<file path="config.mk">
export PLATFORM = sky130hd
export DESIGN_NAME = mem_arbiter
export DESIGN_NICKNAME = d
export VERILOG_FILES = /design/src/rtl/mem_arbiter.sv
export SDC_FILE = /design/constraint.sdc
export NUM_CORES = 1
export LEC_CHECK = 0
export ABC_AREA = 1
export BUFFER_PORTS_ARGS = -buffer_cell sky130_fd_sc_hd__clkbuf_2
export CORE_AREA = 3 3 181 183
export DETAILED_ROUTE_END_ITERATION = 8
export DIE_AREA = 0 0 184 186
export HOLD_SLACK_MARGIN = 0.03
export PLACE_DENSITY = 0.6
export SLEW_MARGIN = 20
export SYNTH_ARGS = -nofsm -noshare
export SYNTH_HDL_FRONTEND = slang
export SYNTH_SLANG_ARGS = --single-unit
</file>
<file path="constraint.sdc">
create_clock -name clk -period 1.5 [get_ports clk]
set_clock_uncertainty 0.05 [all_clocks]
set_input_delay 0.3 -clock clk [delete_from_list [all_inputs] [get_ports clk]]
set_output_delay 0.3 -clock clk [all_outputs]
set_load 0.01 [all_outputs]
</file>
<file path="src/rtl/mem_arbiter.sv">
// mem_arbiter: fixed-priority (LS over IF) arbiter in front of a single-outstanding memory port.
// Optional response watchdog is built when ARB_TIMEOUT_EN is defined.
module mem_arbiter #(
    parameter int unsigned ADDR_WIDTH     = 64,
    parameter int unsigned DATA_WIDTH     = 64,
    parameter int unsigned TIMEOUT_CYCLES = 255
) (
    input  logic                  clk,
    input  logic                  rst,
    input  logic                  if_req_valid,
    output logic                  if_req_ready,
    input  logic [ADDR_WIDTH-1:0] if_req_addr,
    output logic                  if_resp_valid,
    input  logic                  ls_req_valid,
    output logic                  ls_req_ready,
    input  logic [ADDR_WIDTH-1:0] ls_req_addr,
    input  logic                  ls_req_wen,
    input  logic [DATA_WIDTH-1:0] ls_req_wdata,
    input  logic [3:0]            ls_req_wdt,
    output logic                  ls_resp_valid,
    output logic [DATA_WIDTH-1:0] resp_data,
    output logic                  resp_err,
    output logic                  mem_req_valid,
    input  logic                  mem_req_ready,
    output logic [ADDR_WIDTH-1:0] mem_req_addr,
    output logic                  mem_req_wen,
    output logic [DATA_WIDTH-1:0] mem_req_wdata,
    output logic [3:0]            mem_req_wdt,
    input  logic                  mem_resp_valid,
    input  logic [DATA_WIDTH-1:0] mem_resp_data
);

    localparam int unsigned      WDT_W     = 4;
    localparam logic [WDT_W-1:0] WDT_DWORD = WDT_W'(4'b1000);

    typedef enum logic [1:0] {
        S_IDLE = 2'd0,
        S_REQ  = 2'd1,
        S_WAIT = 2'd2
    } state_t;

    if (TIMEOUT_CYCLES < 2) begin : g_bad_timeout
        $error("mem_arbiter: TIMEOUT_CYCLES must be at least 2");
    end

    state_t                r_state;
    state_t                w_state_nxt;
    logic                  r_owner_ls;
    logic [ADDR_WIDTH-1:0] r_addr;
    logic                  r_wen;
    logic [DATA_WIDTH-1:0] r_wdata;
    logic [WDT_W-1:0]      r_wdt;
    logic                  r_mem_req_valid;
    logic                  r_if_resp_valid;
    logic                  r_ls_resp_valid;
    logic [DATA_WIDTH-1:0] r_resp_data;
    logic                  r_resp_err;

    logic w_accept;
    logic w_grant_ls;
    logic w_issue_done;
    logic w_resp;
    logic w_tmo;
    logic w_tmo_hit;

`ifdef ARB_TIMEOUT_EN
    localparam int unsigned CNT_W = $clog2(TIMEOUT_CYCLES + 1);

    logic [CNT_W-1:0] r_cnt;

    // Decided one cycle early so the registered pulse lands TIMEOUT_CYCLES cycles after accept.
    assign w_tmo_hit = (r_state != S_IDLE) && (r_cnt == CNT_W'(TIMEOUT_CYCLES - 2));

    always_ff @(posedge clk or negedge rst) begin
        if (!rst) begin
            r_cnt <= '0;
        end else if (w_accept) begin
            r_cnt <= '0;
        end else if (r_state != S_IDLE) begin
            r_cnt <= r_cnt + CNT_W'(1);
        end
    end
`else
    assign w_tmo_hit = 1'b0;
`endif

    // Next-state and per-cycle control decode.
    always_comb begin
        w_state_nxt  = r_state;
        w_accept     = 1'b0;
        w_grant_ls   = 1'b0;
        w_issue_done = 1'b0;
        w_resp       = 1'b0;
        w_tmo        = 1'b0;
        case (r_state)
            S_IDLE: begin
                if (ls_req_valid) begin
                    w_accept    = 1'b1;
                    w_grant_ls  = 1'b1;
                    w_state_nxt = S_REQ;
                end else if (if_req_valid) begin
                    w_accept    = 1'b1;
                    w_state_nxt = S_REQ;
                end
            end
            S_REQ: begin
                if (w_tmo_hit) begin
                    w_resp      = 1'b1;
                    w_tmo       = 1'b1;
                    w_state_nxt = S_IDLE;
                end else if (mem_req_ready) begin
                    w_issue_done = 1'b1;
                    w_state_nxt  = S_WAIT;
                end
            end
            S_WAIT: begin
                if (mem_resp_valid) begin
                    w_resp      = 1'b1;
                    w_state_nxt = S_IDLE;
                end else if (w_tmo_hit) begin
                    w_resp      = 1'b1;
                    w_tmo       = 1'b1;
                    w_state_nxt = S_IDLE;
                end
            end
            default: w_state_nxt = S_IDLE;
        endcase
    end

    always_ff @(posedge clk or negedge rst) begin
        if (!rst) begin
            r_state <= S_IDLE;
        end else begin
            r_state <= w_state_nxt;
        end
    end

    // Holding registers, memory request and response outputs.
    always_ff @(posedge clk or negedge rst) begin
        if (!rst) begin
            r_owner_ls      <= 1'b0;
            r_addr          <= '0;
            r_wen           <= 1'b0;
            r_wdata         <= '0;
            r_wdt           <= '0;
            r_mem_req_valid <= 1'b0;
            r_if_resp_valid <= 1'b0;
            r_ls_resp_valid <= 1'b0;
            r_resp_data     <= '0;
            r_resp_err      <= 1'b0;
        end else begin
            r_if_resp_valid <= 1'b0;
            r_ls_resp_valid <= 1'b0;
            if (w_accept) begin
                r_owner_ls      <= w_grant_ls;
                r_mem_req_valid <= 1'b1;
                if (w_grant_ls) begin
                    r_addr  <= ls_req_addr;
                    r_wen   <= ls_req_wen;
                    r_wdata <= ls_req_wdata;
                    r_wdt   <= ls_req_wdt;
                end else begin
                    r_addr  <= if_req_addr;
                    r_wen   <= 1'b0;
                    r_wdata <= '0;
                    r_wdt   <= WDT_DWORD;
                end
            end
            if (w_issue_done) begin
                r_mem_req_valid <= 1'b0;
            end
            if (w_resp) begin
                r_mem_req_valid <= 1'b0;
                r_if_resp_valid <= ~r_owner_ls;
                r_ls_resp_valid <= r_owner_ls;
                r_resp_err      <= w_tmo;
                r_resp_data     <= (w_tmo || r_wen) ? '0 : mem_resp_data;
            end
        end
    end

    // Grant is visible combinationally only in IDLE and never while reset is held.
    assign ls_req_ready  = rst & w_accept & w_grant_ls;
    assign if_req_ready  = rst & w_accept & ~w_grant_ls;

    assign mem_req_valid = r_mem_req_valid;
    assign mem_req_addr  = r_addr;
    assign mem_req_wen   = r_wen;
    assign mem_req_wdata = r_wdata;
    assign mem_req_wdt   = r_wdt;
    assign if_resp_valid = r_if_resp_valid;
    assign ls_resp_valid = r_ls_resp_valid;
    assign resp_data     = r_resp_data;
    assign resp_err      = r_resp_err;

endmodule
</file>
==> impl_results.md, run 1 <==
* H-tree Lvls at 1
* Crit Path Max Fanout at 3
* Largest net degree at the start of global routing at 86
* Leak pwr at 8.65 nW
* Final net count at between 2000 and 2500
* Buf+Inv Stages, Crit Path at 2
* Crit start category: register
* Area of the die at between 0.03 and 0.04 mm2
* HP Class: input port to register
* Maximum buffer depth of the clock tree at 3
* CP Cell Sequence: nor2_8 -> buf_12 -> nand2_4 -> nor2_2 -> buf_2
* Sequential element share of the synthesized area at 56.5%
* Worst setup path category: register to output port
* Fill cell count at a little under 3000
* Area Growth Syn to Fin at 67.0%
* Routed WL at ~35000 um
* CP Depth at 5
* Top cells by area, synth: dfrtp_1 57%, nand2_1 22%, nor2_1 5.6%
* CP endpoint kind: output port
* PwrDens at approximately 1800 mW/mm2
* Crit path time final at roughly 1.9 ns
* DP HPWL at ~23000 um
* Mean Syn Cell Area at between 7 and 8 um2
* Final worst slack at -0.376 ns
* Die Span X at between 150 and 200 um
* R2R cell count at 7
* Slew @ Worst Pin at 0.676 ns
* Vias per Instance at roughly 4.5
* Status: finished with violations
* Hold-critical path depth at 5
* Crit path max-delay family: flip-flops
* Worst EP required at ~1.2 ns
* Pre-Repair DR Iteration Count at 5
* Die Ht at 186 um
* Core box area at around 0.031 mm2
* CTS tree: yes
* Wire per inst at ~16 um
* Failing checks: negative setup slack
* First-pass GRT wire length at 51300 um
* Worst path slowest cell: dfrtp_2
* Max_slew headroom at between 50 and 60%
* Placer Congestion at between 0.8 and 0.9
* Max_cap viols at 0
* Hold_ws at just under 0.06 ns
* Total grt overflow at 0
* Multi-input logic area at roughly 0.0033 mm2
* Share of the synthesized area in the top cell type at a little under three fifths
* CTS Sinks at a little over 200
* Initial Utilization at between 20 and 30%
* Vias in the first global route at just under 10000
* Synthesized cell area at 0.00899 mm2
* GRT Resource Usage Total at 18.5%
* Clk pin slew, worst setup/hold paths at 0.06 ns
* DRT antenna net count at 0
* Most common cell after layout, fill and taps aside: nand2_1
* Crit path largest cell delay at 0.44 ns
* Syn Inst Count at around 1100
* Yosys warns at 0
* Routed via count at 10000
* Layout cell share with drive strength beyond 1 at 31.1%
* Setup TNS at -0.769 ns
* Syn_nets at approximately 1400
* RSZ-0062 raised after global routing: true
* Max Clock Freq at approximately 0.53 GHz
* Fraction of the cycle the final worst path needs at 125%
* DR iter-0 viols at 472
* Synth unique cells at 19
* Cts bufs inserted at 25
* IO buf count at between 400 and 500
* Endpoints failing setup at 3
* Commonest non-fill, non-tap cells in the layout: 525 x nand2_1, 464 x clkbuf_2, 200 x dlygate4sd3_1, 200 x dfrtp_1, 132 x nor2_1
* Initial antenna violation count at 2
* Root Driver: clkbuf_16
* Io pins at between 400 and 500
* Yosys top cell by area: dfrtp_1
* PnR Total Power at roughly 0.027 W
* Max-slew violations at 0
* Critical Path AT at ~1.5 ns
* #FFs+latches synth at 203
* DRC Markers at 0
* Register area at a little over 0.005 mm2
* Clk_lat worst skew at between 0.5 and 0.6 ns
* # rows at between 60 and 70
* Max IR drop VDD at roughly 0.91 mV
* Final hold vios at 0
* Final Util at 47.8%
[kinds of logic (layout without fill, tap and decap cells)]
| group | count (synthesis) | in the layout | share of synthesized area [%] |
|---|---|---|---|
| flops | 203 | 203 | 56.5 |
| simple gates | 734 | 734 | 31.9 |
| compound gates | 68 | 68 | 3.81 |
| other cells | 1 | 2 | 0.0417 |
| buf+inv | 142 | 831 | 7.70 |
[power breakdown]
group	switching [W]	leakage, nW	total, W	internal (W)
Combinational	0.00700	5.68	0.0119	0.00495
Sequential	0.00143	2.57	0.00931	0.00788
Clock	0.00242	0.405	0.00612	0.00369
[cell usage after synthesis]
cell and instances:
nand2_2 2, inv_1 67, nor2_8 1, buf_1 5, nand3_1 69, buf_4 14
inv_2 3, conb_1 1, o21ai_0 35, nand2_1 526, o31ai_1 1, nor3_2 1
buf_2 19, a21oi_1 2, o21ai_1 30, buf_6 11, clkbuf_1 23, dfrtp_1 203
nor2_1 135
[sequential cells by signal (all words and copies together) (netlist names), 2 cells and up]
| register | flops |
|---|---|
| mem_req_wdata | 64 |
| mem_req_addr | 64 |
| resp_data | 64 |
| r_state | 2 |
| mem_req_wdt | 4 |
[area by class of cell]
class                   instances  share of cell area (%)
clock inverters                 9                   0.717
multi-input cells             803                    21.7
repair buffers                717                    33.8
well taps                     402                    3.35
flip-flops and latches        203                    33.9
clock buffers                  35                    4.82
inverters                      70                    1.75
diodes                          1                  0.0167
[metal layers]
layer  vias up  track usage (%)  share of wire, %
met5         -                0             0.020
li1       4828                -                 -
met2       450             31.1                48
met1      4623             22.7                40
met3        97             4.85               8.2
met4         2             7.68               3.8
[worst register-to-register path: stages (launching register included)]
cell and delay (ns):
dfrtp_2 0.44, nor2_8 0.18, nand2_8 0.07, buf_4 0.22
buf_4 0.22, nor2_1 0.13, nand2_1 0.08, nand2_1 0.06
[what timing repair did]
| item | 4_1_cts | 5_1_grt |
|---|---|---|
| gates cloned | 0 | 7 |
| setup endpoints to repair | 21 | 151 |
| gates resized for setup | 8 | 18 |
| hold buffers | 200 | 0 |
| buffers inserted | 5 | 0 |
| hold endpoints to repair | 250 | 0 |
| pin swaps | 2 | 1 |
[metrics by stage]
stage / cell area, um2 / setup slack [ns] / cells
after floorplan: 9010 / -0.000255 / 1148
final: 15000 / -0.376 / 2240
after CTS: 14800 / -0.423 / 2232
after global routing: 15000 / -0.486 / 2240
after global placement: 11900 / 0.0123 / 1984
after detailed placement: 11900 / -0.0166 / 1984
[worst paths after layout]
check                                   from           endpoint  slack [ns]
min in group asynchronous                rst   mem_req_addr[26]        0.36
min                          ls_req_addr[38]   mem_req_addr[38]        0.06
min reg2reg                mem_req_wdata[31]  mem_req_wdata[31]        0.42
max reg2reg                       r_state[1]   mem_req_addr[29]       -0.02
max in group asynchronous                rst      resp_data[36]        0.32
max                               r_state[1]       ls_req_ready       -0.38
Power figures use the tool's default switching activity.
==> run 2: changes to the inputs <==
==> constraint.sdc (replaced) <==
create_clock -name clk -period 1.5 [get_ports clk]
set_clock_uncertainty 0.05 [all_clocks]
set_input_delay 0.075 -clock clk [delete_from_list [all_inputs] [get_ports clk]]
set_output_delay 0.075 -clock clk [all_outputs]
set_load 0.01 [all_outputs]
==> impl_results.md, run 2 (synthesized netlist as in run 1, its figures left out) <==
* Worst slack at placement at between 0.04 and 0.05 ns
* GRT Resource Usage Total at approximately a fifth
* Io pins at 470
* Largest net degree at the start of global routing at 98
* Setup TNS at -0.553 ns
* Worst EP required at 1.37 ns
* Vias per Instance at around 4.5
* Core box area at 0.0314 mm2
* # rows at 65
* Max_cap viols at 0
* Crit path time final at around 1.7 ns
* Placer Congestion at between 0.8 and 0.9
* DRC Markers at 0
* First-pass GRT wire length at 53900 um
* Pre-Repair DR Iteration Count at 8
* Leak pwr at 8.89 nW
* Max IR drop VDD at ~1.1 mV
* Register area at 0.00508 mm2
* CP endpoint kind: output port
* Endpoints failing setup at 9
* Critical Path AT at about 1.6 ns
* HP Class: input port to register
* PwrDens at 1770 mW/mm2
* Hold EP: r_owner_ls
* Total grt overflow at 0
* Clk_lat worst skew at between 0.5 and 0.6 ns
* Area Growth Syn to Fin at 73.5%
* Crit start category: register
* Routed WL at between 30000 and 40000 um
* Max-slew violations at 0
* Fill cell count at between 2000 and 3000
* Vias in the first global route at between 10000 and 15000
* Worst setup path startpoint: r_state[0]
* DR iter-0 viols at 540
* CTS Sinks at 203
* Crit Path Max Fanout at 3
* R2R cell count at 7
* Worst setup path category: register to output port
* Die Ht at around 190 um
* Initial Utilization at 28.6%
* Commonest non-fill, non-tap cells in the layout: 525 x nand2_1, 465 x clkbuf_2, 267 x dlygate4sd3_1, 201 x dfrtp_1, 134 x nor2_1
* Die Span X at about 180 um
* Reg-to-reg critical path endpoint: mem_req_addr[26]
* Max Clock Freq at between 0.5 and 0.6 GHz
* DP HPWL at 21500 um
* Wire per inst at about 15 um
* Root Driver: clkbuf_16
* Hold_sp: ls_req_valid
* Most common cell after layout, fill and taps aside: nand2_1
* Routed via count at approximately 10000
* Area of the die at roughly 0.034 mm2
* Hold-critical path depth at 5
* Slew @ Worst Pin at about 0.75 ns
* Final net count at 2139
* CTS tree: yes
* H-tree Lvls at 1
* Layout cell share with drive strength beyond 1 at 29.6%
* Cts bufs inserted at 25
* Initial antenna violation count at 3
* Flop-to-flop setup slack at -0.03 ns
* DRT antenna net count at 0
* IO buf count at around 470
* Clk pin slew, worst setup/hold paths at ~0.060 ns
* FF-to-FF Start: r_state[0]
* Final hold vios at 0
* Final worst slack at -0.219 ns
* Max_slew headroom at 49.8%
* Maximum buffer depth of the clock tree at 3
* Fraction of the cycle the final worst path needs at 115%
* Failing checks: negative setup slack
* RSZ-0062 raised after global routing: true
* Status: finished with violations
* Multi-input logic area at between 0.003 and 0.004 mm2
run 2: cell types whose count changed in the layout (fill, tap and decap cells not counted), moves of 2 or more:
cell / delta
diode_2: +2
bufinv_16: +3
clkinv_2: +2
bufbuf_16: +2
buf_4: -11
dlygate4sd3_1: +67
clkbuf_16: -5
nor2_1: +2
o21ai_1: +2
nor2_2: -3
clkbuf_1: -3
run 2: cell type report:
cell class	count	share of cell area, %
tap	402	3.23
multi-input combinational	803	20.9
timing repair buffer	769	35.6
clock buffer	33	4.66
inverter	70	1.69
antenna	3	0.0482
sequential	203	32.6
clock inverter	13	1.28
run 2: how the worst max path moves through the flow:
| stage | depth (start not counted) | endpoint | slack, ns |
|---|---|---|---|
| 6_report | 5 | if_req_ready | -0.22 |
| 3_3_place_gp | 5 | if_req_ready | 0.09 |
| 4_1_cts | 5 | if_req_ready | -0.27 |
| 2_1_floorplan | 6 | if_req_ready | 0.14 |
| 3_5_place_dp | 4 | mem_req_wdata[52] | 0.05 |
| 5_1_grt | 5 | if_req_ready | -0.28 |
run 2: through the flow:
stage / area (um2) / power [W] / utilization (%) / hold WS (ns) / instances
after floorplan: 8990 / 0.0150 / - / -0.271 / 1148
after global placement: 11700 / 0.0194 / 37.3 / -0.0697 / 1966
after detailed placement: 11700 / 0.0196 / 37.3 / -0.0672 / 1966
after CTS: 15500 / 0.0276 / 49.4 / 0.223 / 2291
after global routing: 15600 / 0.0297 / 49.7 / 0.234 / 2296
final: 15600 / 0.0277 / 49.7 / 0.228 / 2296
run 2: power by group:
group | leakage (nW) | total, W | switching [W] | internal (W)
Clock | 0.459 | 0.00669 | 0.00243 | 0.00426
Sequential | 2.57 | 0.00927 | 0.00140 | 0.00787
Combinational | 5.87 | 0.0117 | 0.00692 | 0.00477
Total | 8.89 | 0.0277 | 0.0108 | 0.0169
run 2: worst max-delay path: stages (launching register included):
cell and delay [ns]:
dfrtp_2 0.44, nor2_8 0.18, nand2_8 0.07, buf_12 0.13, nor3_4 0.09, buf_2 0.15
run 2: timing repair:
action,CTS,global route
buffers inserted,7,0
gates resized for setup,6,11
cloned,3,2
hold endpoints to repair,405,0
setup endpoints to repair,2,129
hold buffers,269,0
pin swaps,1,1
run 2: metal layers:
metal	track usage, %	routed length (um)	up-vias
met4	11.4	2090	0
met3	5.45	3160	158
met5	0	0	-
met2	32.2	16800	576
met1	22.3	13500	4741
li1	-	-	4941
==> run 3: changes to the inputs <==
Settings changed: ABC_AREA 1 to default, CORE_AREA 3 3 181 183 to 3 3 184 186, DIE_AREA 0 0 184 186 to 0 0 187 189, PLACE_DENSITY 0.6 to 0.57.
==> impl_results.md, run 3 <==
* Status: finished with violations
* Failing checks: negative setup slack
* HP Class: input port to async pin
* Fraction of the cycle the final worst path needs at 116%
* Wire per inst at 19.8 um
* Leak pwr at 7.87 nW
* Commonest non-fill, non-tap cells in the layout: 465 x clkbuf_2, 266 x dlygate4sd3_1, 203 x dfrtp_1, 68 x a22o_1, 66 x nand2b_1
* Hold_ws at roughly 0.086 ns
* Post-synth EDFFs at 0
* Die Ht at approximately 190 um
* CP endpoint kind: output port
* Top cells by area, synth: dfrtp_1 60%, a221o_1 7.3%, a32o_1 7.3%
* Core box area at approximately 0.032 mm2
* Max_cap viols at 0
* Switching Share at between 30% and 40%
* Pre-Repair DR Iteration Count at 5
* DRT antenna net count at 0
* Final net count at around 1700
* Sequential share of power at between 30 and 40%
* Root Driver: clkbuf_16
* # rows at 66
* DP HPWL at approximately 22000 um
* Clk_lat worst skew at 0.52 ns
* Fill cell count at approximately 2800
* Initial antenna violation count at 4
* Area Growth Syn to Fin at 88.9%
* Cts bufs inserted at 24
* Slew @ Worst Pin at 0.650 ns
* Psw at between 0.01 and 0.015 W
* RSZ-0062 raised after global routing: true
* Clk pin slew, worst setup/hold paths at ~0.06 ns
* Vias per Instance at between 4 and 5
* Yosys top cell by area: dfrtp_1
* Top-count cell post-synth: dfrtp_1
* Worst setup path category: register to output port
* Top_reg_cell synth: dfrtp_1
* Final worst slack at -0.245 ns
* Synthesized cell area at 0.00850 mm2
* Max_slew headroom at a little under three fifths
* Die Span X at roughly 190 um
* Sequential element share of the synthesized area at about three fifths
* DR iter-0 viols at between 500 and 600
* Layout cell share with drive strength beyond 1 at 40.6%
* Clock group share of total power at 18.0%
* Syn_nets at between 900 and 1000
* Max Clock Freq at roughly 0.57 GHz
* Routed via count at just over 9000
* Crit path time final at between 1.5 and 2 ns
* Setup TNS at -16.85 ns
* Logic pwr share at ~50%
* Flop-to-flop setup slack at -0.21 ns
* Critical Path AT at 1.62 ns
* Syn Inst Count at a little under 700
* Routed WL at between 30000 and 40000 um
* #FFs+latches synth at a little over 200
* Most common cell after layout, fill and taps aside: clkbuf_2
* Crit start category: register
* Yosys warns at 0
* Io pins at between 400 and 500
* Total grt overflow at 0
* Final hold vios at 0
* PnR Total Power at between 0.03 and 0.04 W
* Initial Utilization at 26.2%
* Max-slew violations at 0
* Crit Path Max Fanout at 2
* CTS Sinks at between 200 and 250
* Synth cell count leaders: 203 x dfrtp_1, 68 x a22o_1, 66 x nand2b_1
* Share of the synthesized area in the top cell type at 59.8%
* First-pass GRT wire length at 57900 um
* GRT Resource Usage Total at 20.5%
* DRC Markers at 0
* Maximum buffer depth of the clock tree at 3
* Internal power at 0.0191 W
* Largest net degree at the start of global routing at 78
* Max IR drop VDD at between 1 and 1.5 mV
* Worst EP required at 1.37 ns
* CTS tree: yes
* H-tree Lvls at 1
* Share of flip-flops with an asynchronous set or reset at 100%
* Placer Congestion at 0.797
* Area of the die at between 0.03 and 0.04 mm2
* Mean Syn Cell Area at ~12 um2
* PwrDens at around 1900 mW/mm2
* Synth unique cells at 26
* IO buf count at between 400 and 500
* Vias in the first global route at around 9900
* Endpoints failing setup at 197
[run 3: layer usage]
metal	wire length, um	global-route usage (%)	vias up
met5	13	0	-
met4	1500	8.58	2
met3	2850	4.89	91
met2	19200	35.7	446
met1	14500	24.3	4523
li1	-	-	4199
[run 3: power groups by stage]
stage | Sequential [W] | Clock [W] | Combinational, W
after global routing | 0.0101 | 0.00588 | 0.0160
after global placement | 0.00976 | 0 | 0.0110
after detailed placement | 0.00975 | 0 | 0.0112
after CTS | 0.00972 | 0.00565 | 0.0146
final | 0.00983 | 0.00547 | 0.0150
after floorplan | 0.0108 | 0 | 0.00505
[run 3: worst paths after layout]
| check | from | end | cells after the start |
|---|---|---|---|
| min in group clk | if_req_valid | mem_req_addr[62] | 5 |
| min | rst | resp_data[38] | 3 |
| max in group asynchronous | rst | resp_data[63] | 5 |
| max | r_state[0] | if_req_ready | 4 |
| max reg2reg | r_state[0] | mem_req_addr[33] | 6 |
| min reg2reg | r_owner_ls | if_resp_valid | 1 |
[run 3: kinds of logic (layout without fill, tap and decap cells)]
family,Yosys count,count (layout),synth area share (%)
buffers and inverters,74,864,4.92
DFF,203,203,59.8
other,1,3,0.0441
and+or+nand+nor,147,147,9.05
AOI/OAI and AO/OA,266,266,26.2
[run 3: critical path, cell delays in order (launching register included)]
cell,delay [ns]
dfrtp_1,0.39
or2_4,0.27
nor2_4,0.11
and3_4,0.23
buf_8,0.10
[run 3: cell type report]
type	count	area (um2)	share of cell area (%)
antenna	2	5.00	0.0312
clock buffer	33	676	4.21
clock inverter	7	41.3	0.257
inverter	2	7.51	0.0468
multi-input combinational	414	3040	19.0
sequential	203	5080	31.6
tap	442	553	3.44
timing repair buffer	822	6650	41.4
[run 3: repair_timing]
action	4_1_cts	5_1_grt
setup buffers	23	7
gates cloned	19	5
gates resized for setup	47	42
hold endpoints to repair	404	0
hold buffers	267	0
pin swaps	66	16
endpoints found under the setup margin	132	148
[run 3: metrics by stage]
| stage | worst slack [ns] | cell area, um2 | utilization, % | cells |
|---|---|---|---|---|
| 4_1_cts | -0.273 | 15900 | 49.0 | 1915 |
| 2_1_floorplan | -0.0106 | 8510 | - | 691 |
| 3_3_place_gp | -0.0778 | 11500 | 35.6 | 1568 |
| 5_1_grt | -0.299 | 16100 | 49.5 | 1925 |
| 6_report | -0.245 | 16100 | 49.5 | 1925 |
| 3_5_place_dp | -0.0819 | 11500 | 35.6 | 1568 |
